==> config.mk <==
export PLATFORM = sky130hd
export DESIGN_NAME = seg7_scan_ctrl
export DESIGN_NICKNAME = d
export VERILOG_FILES = /design/src/rtl/seg7_pkg.sv /design/src/rtl/seg7_scan_ctrl_hex_7seg.sv /design/src/rtl/seg7_scan_ctrl.sv
export SDC_FILE = /design/constraint.sdc
export NUM_CORES = 1
export LEC_CHECK = 0
export ABC_AREA = 1
export CORE_MARGIN = 2
export CORE_UTILIZATION = 55
export DETAILED_ROUTE_END_ITERATION = 10
export GPL_TIMING_DRIVEN = 1
export PLACE_DENSITY = 0.75
export SLEW_MARGIN = 20
export SYNTH_ARGS = -nofsm -noshare
export SYNTH_HDL_FRONTEND = slang
export SYNTH_SLANG_ARGS = --single-unit
==> constraint.sdc <==
create_clock -name clk_i -period 2.5 [get_ports clk_i]
set_clock_uncertainty 0.2 [all_clocks]
set_input_delay 0.25 -clock clk_i [delete_from_list [all_inputs] [get_ports clk_i]]
set_output_delay 0.25 -clock clk_i [all_outputs]
set_load 0.03 [all_outputs]
==> src/rtl/seg7_pkg.sv <==
// Shared constants and helpers for the 7-segment scan controller.
package seg7_pkg;

  localparam logic [7:0] SEG_OFF = 8'hFF;

  // All-ones anode pattern in the low n bits (n = 1..8).
  function automatic logic [7:0] an_off(input int n);
    return 8'((9'd1 << n) - 9'd1);
  endfunction

  // Pick nibble idx out of a packed nibble vector (up to 8 nibbles).
  function automatic logic [3:0] nib_sel(input logic [31:0] nibs, input logic [2:0] idx);
    return nibs[{idx, 2'b00} +: 4];
  endfunction

endpackage

==> src/rtl/seg7_scan_ctrl_hex_7seg.sv <==
// Hex nibble to active-low 7-segment pattern {g,f,e,d,c,b,a}.
module hex_7seg (
  input  logic [3:0] nib_i,
  output logic [6:0] seg_o
);

  // Pure lookup; shared by all digits through the scan mux.
  always_comb begin
    seg_o = 7'h7F;
    case (nib_i)
      4'h0: seg_o = 7'h40;
      4'h1: seg_o = 7'h79;
      4'h2: seg_o = 7'h24;
      4'h3: seg_o = 7'h30;
      4'h4: seg_o = 7'h19;
      4'h5: seg_o = 7'h12;
      4'h6: seg_o = 7'h02;
      4'h7: seg_o = 7'h78;
      4'h8: seg_o = 7'h00;
      4'h9: seg_o = 7'h10;
      4'hA: seg_o = 7'h08;
      4'hB: seg_o = 7'h03;
      4'hC: seg_o = 7'h46;
      4'hD: seg_o = 7'h21;
      4'hE: seg_o = 7'h06;
      4'hF: seg_o = 7'h0E;
      default: seg_o = 7'h7F;
    endcase
  end

endmodule

==> src/rtl/seg7_scan_ctrl.sv <==
// Multiplexed common-anode display scanner with frame-aligned double buffering,
// per-digit enable, decimal points, leading-zero blanking and an anti-ghost gap.
// Slot phases (BLANK then DRIVE) come straight from the slot counter.
module seg7_scan_ctrl
  import seg7_pkg::*;
#(
  parameter int NUM_DIGITS   = 4,
  parameter int REFRESH_DIV  = 50000,
  parameter int BLANK_CYCLES = 500
) (
  input  logic                    clk_i,
  input  logic                    rst_n_i,
  input  logic [4*NUM_DIGITS-1:0] data_i,
  input  logic [NUM_DIGITS-1:0]   dp_i,
  input  logic [NUM_DIGITS-1:0]   en_i,
  input  logic                    lz_supp_i,
  input  logic                    load_i,
  output logic                    load_ack_o,
  output logic                    frame_tick_o,
  output logic [7:0]              seg_o,
  output logic [NUM_DIGITS-1:0]   an_o
);

  localparam int CW = (REFRESH_DIV > 1) ? $clog2(REFRESH_DIV) : 1;
  localparam int IW = (NUM_DIGITS > 1) ? $clog2(NUM_DIGITS) : 1;
  localparam logic [CW-1:0] CNT_LAST  = CW'(REFRESH_DIV - 1);
  localparam logic [CW-1:0] BLANK_END = CW'(BLANK_CYCLES);
  localparam logic [IW-1:0] IDX_LAST  = IW'(NUM_DIGITS - 1);
  localparam logic [7:0]    AN_OFF8   = an_off(NUM_DIGITS);
  localparam logic [NUM_DIGITS-1:0] AN_OFF = AN_OFF8[NUM_DIGITS-1:0];

  if (NUM_DIGITS < 1 || NUM_DIGITS > 8) begin : g_bad_digits
    $error("seg7_scan_ctrl: NUM_DIGITS must be 1..8");
  end
  if (REFRESH_DIV < 2) begin : g_bad_div
    $error("seg7_scan_ctrl: REFRESH_DIV must be >= 2");
  end
  if (BLANK_CYCLES < 0 || BLANK_CYCLES > REFRESH_DIV - 1) begin : g_bad_blank
    $error("seg7_scan_ctrl: BLANK_CYCLES must be 0..REFRESH_DIV-1");
  end

  logic [CW-1:0]             cnt_q, cnt_d;
  logic [IW-1:0]             idx_q, idx_d;
  logic [4*NUM_DIGITS-1:0]   stage_nib_q, stage_nib_d, shadow_nib_q, shadow_nib_d;
  logic [NUM_DIGITS-1:0]     stage_dp_q, stage_dp_d, shadow_dp_q, shadow_dp_d;
  logic                      pending_q, pending_d;
  logic [7:0]                seg_q, seg_d;
  logic [NUM_DIGITS-1:0]     an_q, an_d;
  logic                      ack_q, tick_q;

  logic                      slot_end, boundary, in_blank, visible, zeros_above;
  logic [NUM_DIGITS-1:0]     supp, an_sel;
  logic [3:0]                cur_nib;
  logic [6:0]                dec;

  assign slot_end = (cnt_q == CNT_LAST);
  assign boundary = slot_end && (idx_q == IDX_LAST);
  assign in_blank = (BLANK_CYCLES > 0) && (cnt_q < BLANK_END);

  // Slot counter and digit index advance.
  always_comb begin
    cnt_d = slot_end ? '0 : cnt_q + 1'b1;
    idx_d = idx_q;
    if (slot_end) idx_d = (idx_q == IDX_LAST) ? '0 : idx_q + 1'b1;
  end

  // Staging captures every LOAD; the shadow only changes at a frame boundary,
  // using the staging value held before this cycle's LOAD (if any).
  always_comb begin
    stage_nib_d  = load_i ? data_i : stage_nib_q;
    stage_dp_d   = load_i ? dp_i   : stage_dp_q;
    shadow_nib_d = shadow_nib_q;
    shadow_dp_d  = shadow_dp_q;
    if (boundary && pending_q) begin
      shadow_nib_d = stage_nib_q;
      shadow_dp_d  = stage_dp_q;
    end
    if (load_i)        pending_d = 1'b1;
    else if (boundary) pending_d = 1'b0;
    else               pending_d = pending_q;
  end

  // Leading-zero suppression: digit i hides when it and every digit above are zero.
  always_comb begin
    zeros_above = 1'b1;
    supp        = '0;
    for (int i = NUM_DIGITS - 1; i >= 0; i--) begin
      zeros_above = zeros_above && (shadow_nib_q[4*i +: 4] == 4'h0);
      supp[i]     = lz_supp_i && (i != 0) && zeros_above;
    end
  end

  assign cur_nib = nib_sel(32'(shadow_nib_q), 3'(idx_q));

  hex_7seg u_hex_7seg (
    .nib_i (cur_nib),
    .seg_o (dec)
  );

  assign visible = en_i[idx_q] && !supp[idx_q];

  // Next segment/anode pattern for the current slot phase.
  always_comb begin
    an_sel        = AN_OFF;
    an_sel[idx_q] = 1'b0;
    seg_d         = SEG_OFF;
    an_d          = AN_OFF;
    if (!in_blank && visible) begin
      an_d  = an_sel;
      seg_d = {~shadow_dp_q[idx_q], dec};
    end
  end

  // All state, including the registered outputs.
  always_ff @(posedge clk_i or negedge rst_n_i) begin
    if (!rst_n_i) begin
      cnt_q        <= '0;
      idx_q        <= '0;
      stage_nib_q  <= '0;
      stage_dp_q   <= '0;
      shadow_nib_q <= '0;
      shadow_dp_q  <= '0;
      pending_q    <= 1'b0;
      seg_q        <= SEG_OFF;
      an_q         <= AN_OFF;
      ack_q        <= 1'b0;
      tick_q       <= 1'b0;
    end else begin
      cnt_q        <= cnt_d;
      idx_q        <= idx_d;
      stage_nib_q  <= stage_nib_d;
      stage_dp_q   <= stage_dp_d;
      shadow_nib_q <= shadow_nib_d;
      shadow_dp_q  <= shadow_dp_d;
      pending_q    <= pending_d;
      seg_q        <= seg_d;
      an_q         <= an_d;
      ack_q        <= boundary && pending_q;
      tick_q       <= boundary;
    end
  end

  assign seg_o        = seg_q;
  assign an_o         = an_q;
  assign load_ack_o   = ack_q;
  assign frame_tick_o = tick_q;

endmodule

[Word level (Yosys, flattened, before mapping)]
Memories as Yosys holds them, arrays and structs flattened.
Cells that the tools add are included.
Word-level totals
  register bits after elaboration: 73
  memory bits (read-only): 112
  bits of input ports: 28
  word-level logic and storage cells: 52
  memories: 1
Memories
  (name not given): depth 16, width 7, rd ports 1, clocked after Yosys merged registers in 0, write ports 0, line seg7_scan_ctrl_hex_7seg.sv:10  | case (nib_i)
Cells by class
  $add $sub $neg: 2
  order comparisons: 3
  equality and inequality tests: 2
  shifts and indexed selects: 1
  mux-type cells: 14
  bitwise logic cells: 2
  reductions and logical operators: 16
Operators with widths (count)
  32-bit by 5-bit indexed part select with 4-bit output: 1
  16-bit by 1-bit adder with 16-bit output, second input constant: 1
  16-bit == test, second input constant: 1
  16-bit by 9-bit < comparator with 1-bit output, second input constant: 1
  16-bit 2-to-1 mux: 1
  4-bit logical NOT: 3
  1-bit logical AND: 10
  8-bit 2-to-1 mux: 1
  1-bit binary-select mux with 2-bit select: 3
  1-bit 2-to-1 mux: 6
  4-bit 2-to-1 mux: 1
  4-bit NOT: 1
  2-bit by 3-bit < comparator with 1-bit output, second input constant: 1
  2-bit by 1-bit adder with 2-bit output, second input constant: 1
  1-bit demux with 2-bit select: 1
  2-bit == test, second input constant: 1
  2-bit by 1-bit greater-or-equal comparator with 1-bit output, second input constant: 1
  1-bit logical NOT: 2
  2-bit 2-to-1 mux: 1
  2-bit nonzero test: 1
  1-bit NOT: 1

[Logic depth before layout (Yosys ltp)]
Gate-level depths: netlist of the first run.
  depth in word-level cells: 10
  mapped depth: 12
  depth with buffers taken out: 11

[Hierarchy]
A second synthesis of the first run with hierarchy kept.
Unflattened totals
  cell total of the unflattened synthesis: 439
  area, all modules: 3628.5 um^2
Modules (own cells, without submodules)
  seg7_scan_ctrl: times used 1, cells an instance 390, area each 3354.5 um^2, sequential area each 1841.8 um^2
  hex_7seg: times used 1, cells an instance 49, area each 274.0 um^2, sequential area each 0.0 um^2

[Worst setup path before layout of the first run]
OpenSTA, ideal clock, no wires.
  kind: register to register
  start: reg idx_q[0]
  end: reg seg_q[3] (netlist: seg_o[3])
  data arrival time: 1.597 ns
  required time: 2.236 ns
  path slack: 0.640 ns
  cell stages (with the launch flop): 11
  period minus slack after synthesis: 1.860 ns
  cells stage by stage: dfrtp_1 buf_4 buf_4 nand2_1 nand3_1 nand2_1 inv_1 ha_1 nand3_1 nand3_1 nand3_1
Between the ends
  word-level cells in the longest chain between the ends: 6
  elaborated cells between the ends (all ways): 10
  those cells by class: shift: 1; mux: 5; reduce/logical: 3; memory: 1
RTL lines
  start: declaration: line seg7_scan_ctrl.sv:43  | logic [IW-1:0] idx_q, idx_d;
  start signal: assignment: line seg7_scan_ctrl.sv:130  | idx_q <= idx_d;
  parallel branches: the longest is 5 deep, another holds memory read 16 x 7 bit
  8-bit 2-to-1 mux (*): line seg7_scan_ctrl.sv:108  | if (!in_blank && visible) begin
  via seg_d[3]: line seg7_scan_ctrl.sv:47  | logic [7:0] seg_q, seg_d;
  end signal: assignment: line seg7_scan_ctrl.sv:136  | seg_q <= seg_d;
  end: declaration: line seg7_scan_ctrl.sv:47
Mark *: on every way through the listed nets, which the timed path passes. The select of a mux whose other input is x is not followed.
A chain may end at the register's enable or synchronous reset.

[Worst setup path in the final report of the first run]
  start: reg idx_q[1]
  end: reg shadow_dp_q[2]
Between the ends
  word-level cells in the longest chain between the ends: 3
RTL lines
  2-bit == test: line seg7_scan_ctrl.sv:57  | assign boundary = slot_end && (idx_q == IDX_LAST);
  1-bit logical AND: line seg7_scan_ctrl.sv:57
  1-bit logical AND: line seg7_scan_ctrl.sv:74  | if (boundary && pending_q) begin
  end signal: assignment: line seg7_scan_ctrl.sv:134  | shadow_dp_q <= shadow_dp_d;
  end: declaration: line seg7_scan_ctrl.sv:45  | logic [NUM_DIGITS-1:0] stage_dp_q, stage_dp_d, shadow_dp_q, shadow_dp_d;
No other way between the ends.

==> out/qor.yml, run 1 <==
status:
  run_status: "complete, no violations"
critical_path:
  most_repeated_library_cell_on_the_critical_path: "nand2_1"
  critical_path.top_delay_family: "simple AND/OR/NAND/NOR gates"
  crit_path_cell_chain: "ha_1 -> nand4_2 -> nand2_1 -> nand2_1"
  critPathKind: "flip-flop to flip-flop"
  critical_path_arrival_ns: 2.16
  cpMaxStageDelayCell: "dfrtp_1"
  critical_path.n_buffers_inverters: 0
  critical_path.max_fanout: 21
  crit_path_capture_type: "flip-flop"
  slowest_delay_ns: 0.58
  cp.required_ns: 2.53
  crit_path_start_kind: "flip-flop"
floorplanning:
  core_area_sq_um: 6680
  floorplan.initialDensity_pct: 56.1
  fp.dieW_um: 86.6
  floorplan.rows: 30
  height_of_the_die_um: 86.6
  floorplan.die_area_sq_um: 7490
  pin_count: 42
timing:
  fmaxAchievable_ghz: 0.469
  period_minus_slack_ns: 2.13
  max_slew.worst_pin.slew_ns: 0.572
  setup_repair_after_global_routing_missed_its_margin: "no"
  period_share_pct: 85.2
  setup_tns_ns: 0
  final-max-slew-violation-count: 0
  pnr_worst_setup_slack_ns: 0.370
  slew-limit-headroom_pct: 61.8
  final-hold-violation-count: 0
  setup_viol_count_final: 0
drt:
  drt-vias-per-instance: 5.16
  wl_um: 7710
  vias: 3078
  detail_route.iter0.violations: 122
  wire_per_inst_um: 12.9
  route.detailed.drc: 0
  detail_route.first_pass.iterations: 4
  ant_nets: 0
clock_network:
  cts.path.max_buffers: 2
  clkSinkCount: 73
  clk_latency_ns: 0.34
  cts.repair_timing.setup_buffer_count: 0
  clk_transition_reported_paths_ns: 0.08
  htreeDepth: 3
  post_cts_resized: 0
  hold_fix_buffers_cts: 1
  tritoncts: "built"
  ctsRootBufferMaster: "clkbuf_8"
  tritoncts.num_buffers: 9
power:
  total_leakage_power_nw: 2.23
  vdd_ir_drop_max_v: 0.000256
  report.power.total_mw: 2.13
  power_per_cell_area_nw_per_um2: 491
finish:
  nFillCells: 602
  final_cell_area_sq_um: 4340
  multiInputGateArea_sq_um: 1610
  finish.cell_count_without_fillers: 596
  most-common-layout-cells: "nand2_1 (174), dfrtp_1 (61), nor2_1 (42)"
  syn_to_final_growth_pct: 15.7
  antennaDiodeCount: 0
  regArea_sq_um: 1840
  layout.nets: 550
  mostFrequentLayoutCell: "nand2_1"
  share_of_layout_cells_above_drive_strength_1_pct: 11.4
place:
  place_worst_setup_slack_ns: 0.376
  placed_cells_incl_taps: 579
  gp_congestion: 0.925
  io_buffers: 41
  placedInstanceArea_sq_um: 4160
  dp_hpwl_um: 5630
worst_hold_path:
  holdCritPathClass: "input pin to async pin"
logic_synthesis:
  ys_ff_latch: 73
  syn-instance-count: 469
  post_synth_instance_area_sq_um: 3750
  synthesis.yosys.warnings: 0
  mappedNetlistNets: 508
  avgSynthCellArea_sq_um: 7.99
  synth-seq-area-share_pct: 49.1
  synth.lib_cells_used.distinct: 28
global_routing:
  grt_use_total_pct: 22.9
  grt_antenna_before_repair: 0
  grt_first_pass_wirelength_um: 13500
  globalRouteOverflowTotal: 0
  grt_start_max_net_pins: 29
  grt_pass1_vias: 2921
flow_run:
  cap_violations: 0
[power by group]
group	leakage (nW)	internal (mW)	switching [mW]
sequential	0.923	1.21	0.0162
clock	0.0858	0.355	0.439
combinational	1.22	0.0545	0.0541
total	2.23	1.62	0.509
[cell type report]
cell class / instances / area share [%]
clock buffers: 10 / 2.94
well taps: 80 / 2.31
clock inverters: 6 / 0.837
inverters: 44 / 3.81
repair buffers: 48 / 10.6
multi-input cells: 335 / 37.0
flip-flops and latches: 73 / 42.5
[metal layers]
layer	share of wire (%)	up-vias	wire [um]	global-route usage [%]
met3	3.6	14	278	5.24
met1	46	1440	3540	30.4
met2	49	58	3760	37.5
met4	1.7	0	133	7.10
li1	-	1566	-	-
met5	0	-	0	0
[synth_stat cells (all sizes together)]
cell type,instances,area share (%)
nor2,49,5.9
clkbuf,6,0.80
or2,2,0.33
nor3,6,0.80
buf,11,2.8
o22ai,1,0.17
a21oi,3,0.40
ha,11,3.7
nand2,179,18
nand3,40,5.7
inv,44,4.4
dfrtp,61,41
nand4,24,4.2
nand3b,2,0.40
xor2,6,1.4
dfstp,12,8.4
o21ai,12,1.6
[sequential cells by signal, indices dropped and copies added, names as in the netlist]
signal and count:
stage_nib_q 16, idx_q 2, pending_q 1, seg_o 8, shadow_dp_q 4, load_ack_o 1
frame_tick_o 1, shadow_nib_q 16, stage_dp_q 4, cnt_q 16, an_o 4
[per-stage QoR]
stage / hold WS, ns / util, %
finish: 0.237 / 64.9
CTS: 0.229 / 64.9
detailed placement: 0.0562 / 62.3
global route: 0.234 / 64.9
global placement: 0.0466 / 62.3
floorplan: -0.246 / -
[kinds of logic after synthesis]
logic type,after synthesis,share of synthesized area (%)
buffers and inverters,61,8.04
flip-flops,73,49.1
adder cells (fa/ha/maj),11,3.67
XOR/XNOR,6,1.40
AO/OA/AOI/OAI,16,2.17
AND/OR/NAND/NOR,302,35.6
[worst paths after layout]
kind                                            from                         end  slack [ns]  cells after the start
worst min register to register    cnt_q[0]$_DFF_PN0_          cnt_q[0]$_DFF_PN0_        0.27                      1
worst min-delay path                         rst_n_i       pending_q$_DFFE_PN0P_        0.24                      2
worst max register to register  idx_q[1]$_DFFE_PN0N_  shadow_dp_q[2]$_DFFE_PN0P_        0.37                      4
max in group asynchronous                    rst_n_i           an_o[1]$_DFF_PN1_        1.08                      3
worst max-delay path            idx_q[1]$_DFFE_PN0N_  shadow_dp_q[2]$_DFFE_PN0P_        0.37                      4
min in group clk_i                         data_i[6]  stage_nib_q[6]$_DFFE_PN0P_        0.24                      3
No activity file was read; power rests on OpenSTA's default activity.
==> run 2, diff against run 1 <==
==> constraint.sdc (replaced) <==
create_clock -name clk_i -period 2.5 [get_ports clk_i]
set_clock_uncertainty 0.2 [all_clocks]
set_input_delay 0.5 -clock clk_i [delete_from_list [all_inputs] [get_ports clk_i]]
set_output_delay 0.5 -clock clk_i [all_outputs]
set_load 0.03 [all_outputs]
==> run 2 against run 1 <==
Effect of this change: maximum frequency fell by 5.6%; critical path depth shrank 3; combinational power is essentially flat; clock power increased by 32%; non-clock buffer count unchanged; sequential power barely moved; cell area up 1.8%.
==> out/qor.yml, run 2 (synthesized netlist as in run 1, its figures left out) <==
drt:
  detail_route.first_pass.iterations: 4  # unchanged
  vias: 3120  # +1.4%
  route.detailed.drc: 0  # unchanged
  ant_nets: 0  # unchanged
  drt-vias-per-instance: 5.23  # +1.4%
  wl_um: 7690  # -0.32%
  wire_per_inst_um: 12.9  # -0.32%
  detail_route.iter0.violations: 159  # +30%
place:
  gp_congestion: 0.858  # -7.3%
  placedInstanceArea_sq_um: 4180  # +0.30%
  io_buffers: 41  # unchanged
  place_worst_setup_slack_ns: 0.345  # -0.0316 ns
  dp_hpwl_um: 5560  # -1.3%
global_routing:
  grt_use_total_pct: 23.2  # +0.33 points
  grt_start_max_net_pins: 30  # +3.4%
  grt_first_pass_wirelength_um: 13600  # +0.72%
  grt_pass1_vias: 3040  # +4.1%
  grt_antenna_before_repair: 0  # unchanged
  globalRouteOverflowTotal: 0  # unchanged
timing:
  pnr_worst_setup_slack_ns: 0.244  # -0.125 ns
  period_share_pct: 90.2  # +5.0 points
  fmaxAchievable_ghz: 0.443  # -5.6%
  final-hold-violation-count: 0  # unchanged
  setup_viol_count_final: 0  # unchanged
  slew-limit-headroom_pct: 61.7  # -0.083 points
  max_slew.worst_pin.slew_ns: 0.573  # +0.00125 ns
  period_minus_slack_ns: 2.26  # +0.125 ns
  setup_repair_after_global_routing_missed_its_margin: "no"
  setup_tns_ns: 0  # unchanged
  final-max-slew-violation-count: 0  # unchanged
critical_path:
  r2r-start: "cnt_q[0]$_DFF_PN0_"
  critical_path_arrival_ns: 1.56  # -0.60 ns
  crit_path_cell_chain: "clkdlybuf4s50_1"
  cpMaxStageDelayCell: "clkdlybuf4s50_1"
  r2r-end: "shadow_dp_q[1]$_DFFE_PN0P_"
  crit_path_capture_type: "primary output"
  crit_path_start_kind: "flip-flop"
  worst_setup_path_start: "an_o[3]$_DFF_PN1_"
  cp.required_ns: 1.80  # -0.73 ns
  timing.critical_path.to: "an_o[3]"
  critPathKind: "flip-flop to primary output"
  critical_path.n_buffers_inverters: 1  # +1
  setup.reg_to_reg.worst_slack_ns: 0.46  # +0.09 ns
  critical_path.top_delay_family: "buffers and inverters"
  slowest_delay_ns: 0.67  # +0.09 ns
  timing.critical_path.depth: 1  # -3
  critical_path.max_fanout: 1  # -95%
  worstRegToRegCells: 8  # +4
clock_network:
  clk_transition_reported_paths_ns: 0.08  # about the same
  clkSinkCount: 73  # unchanged
  htreeDepth: 3  # unchanged
  ctsRootBufferMaster: "clkbuf_8"
  cts.path.max_buffers: 2  # unchanged
  tritoncts: "built"
  clk_latency_ns: 0.34  # about the same
  tritoncts.num_buffers: 9  # unchanged
finish:
  final_cell_area_sq_um: 4410  # +1.8%
  mostFrequentLayoutCell: "nand2_1"
  layout.nets: 550  # unchanged
  syn_to_final_growth_pct: 17.8
  share_of_layout_cells_above_drive_strength_1_pct: 11.6  # +0.19 points
  most-common-layout-cells: "nand2_1 (174), dfrtp_1 (61), nor2_1 (42)"
  biggest_regs: "cnt_q (16), shadow_nib_q (16), stage_nib_q (16)"
  antennaDiodeCount: 0  # unchanged
floorplanning:
  fp.dieW_um: 86.6  # unchanged
  floorplan.rows: 30  # unchanged
  height_of_the_die_um: 86.6  # unchanged
  core_area_sq_um: 6680  # unchanged
  floorplan.initialDensity_pct: 56.1  # unchanged
  pin_count: 42  # unchanged
  floorplan.die_area_sq_um: 7490  # unchanged
flow_run:
  cap_violations: 0  # unchanged
worst_hold_path:
  min-delay-start: "cnt_q[0]$_DFF_PN0_"
  holdCritPathClass: "flip-flop to flip-flop"
power:
  vdd_ir_drop_max_v: 0.000366  # +43%
  total_leakage_power_nw: 2.27  # +1.5%
  power_per_cell_area_nw_per_um2: 541  # +10%
status:
  run_status: "complete, no violations"
==> run 2: cell type report <==
cell class,instances,area (sq um)
clock buffers,11,151
clock inverters,5,77.6
fillers,591,2270
inverters,44,165
multi-input cells,335,1610
flip-flops and latches,73,1840
well taps,80,100
repair buffers,48,473
==> run 2: power breakdown <==
part           internal [mW]  switching, mW  total [mW]
clock network          0.613          0.437        1.05
logic                 0.0566         0.0547       0.111
registers               1.21         0.0161        1.23
==> run 2: worst reg2reg max path, delay by kind of cell (launching register included) <==
family        cells  cell delay, ns
simple gates      6            1.11
buf+inv           1            0.07
fa+ha+maj         1            0.19
flops             1            0.38
==> run 2: worst min-delay path by stage <==
stage | to | cells after the start
6_report | cnt_q[0]$_DFF_PN0_ | 1
5_1_grt | cnt_q[0]$_DFF_PN0_ | 1
4_1_cts | cnt_q[0]$_DFF_PN0_ | 1
3_5_place_dp | cnt_q[0]$_DFF_PN0_ | 1
3_3_place_gp | cnt_q[0]$_DFF_PN0_ | 1
2_1_floorplan | cnt_q[0]$_DFF_PN0_ | 0
==> run 2: per-layer routing <==
layer	track usage [%]	vias to the layer above	wire length (um)
met3	5.62	14	354
li1	-	1563	-
met2	38.1	81	3790
met4	8.95	0	159
met5	0	-	0
met1	29.8	1462	3380
==> run 2: metrics by stage <==
| stage | utilization [%] | power, mW | instances | hold WS (ns) |
|---|---|---|---|---|
| CTS | 66.1 | 2.41 | 596 | 0.268 |
| floorplan | - | 1.28 | 469 | 0.00441 |
| global placement | 62.5 | 1.36 | 579 | 0.251 |
| finish | 66.1 | 2.39 | 596 | 0.266 |
| global route | 66.1 | 2.48 | 596 | 0.292 |
| detailed placement | 62.5 | 1.36 | 579 | 0.258 |
==> run 2: timing repair <==
action / in CTS / in global routing
hold buffers: 1 / 0
endpoints found under the setup margin: 0 / 0
buffers inserted: 0 / 0
gates resized for setup: 0 / 0
hold endpoints to repair: 17 / 0
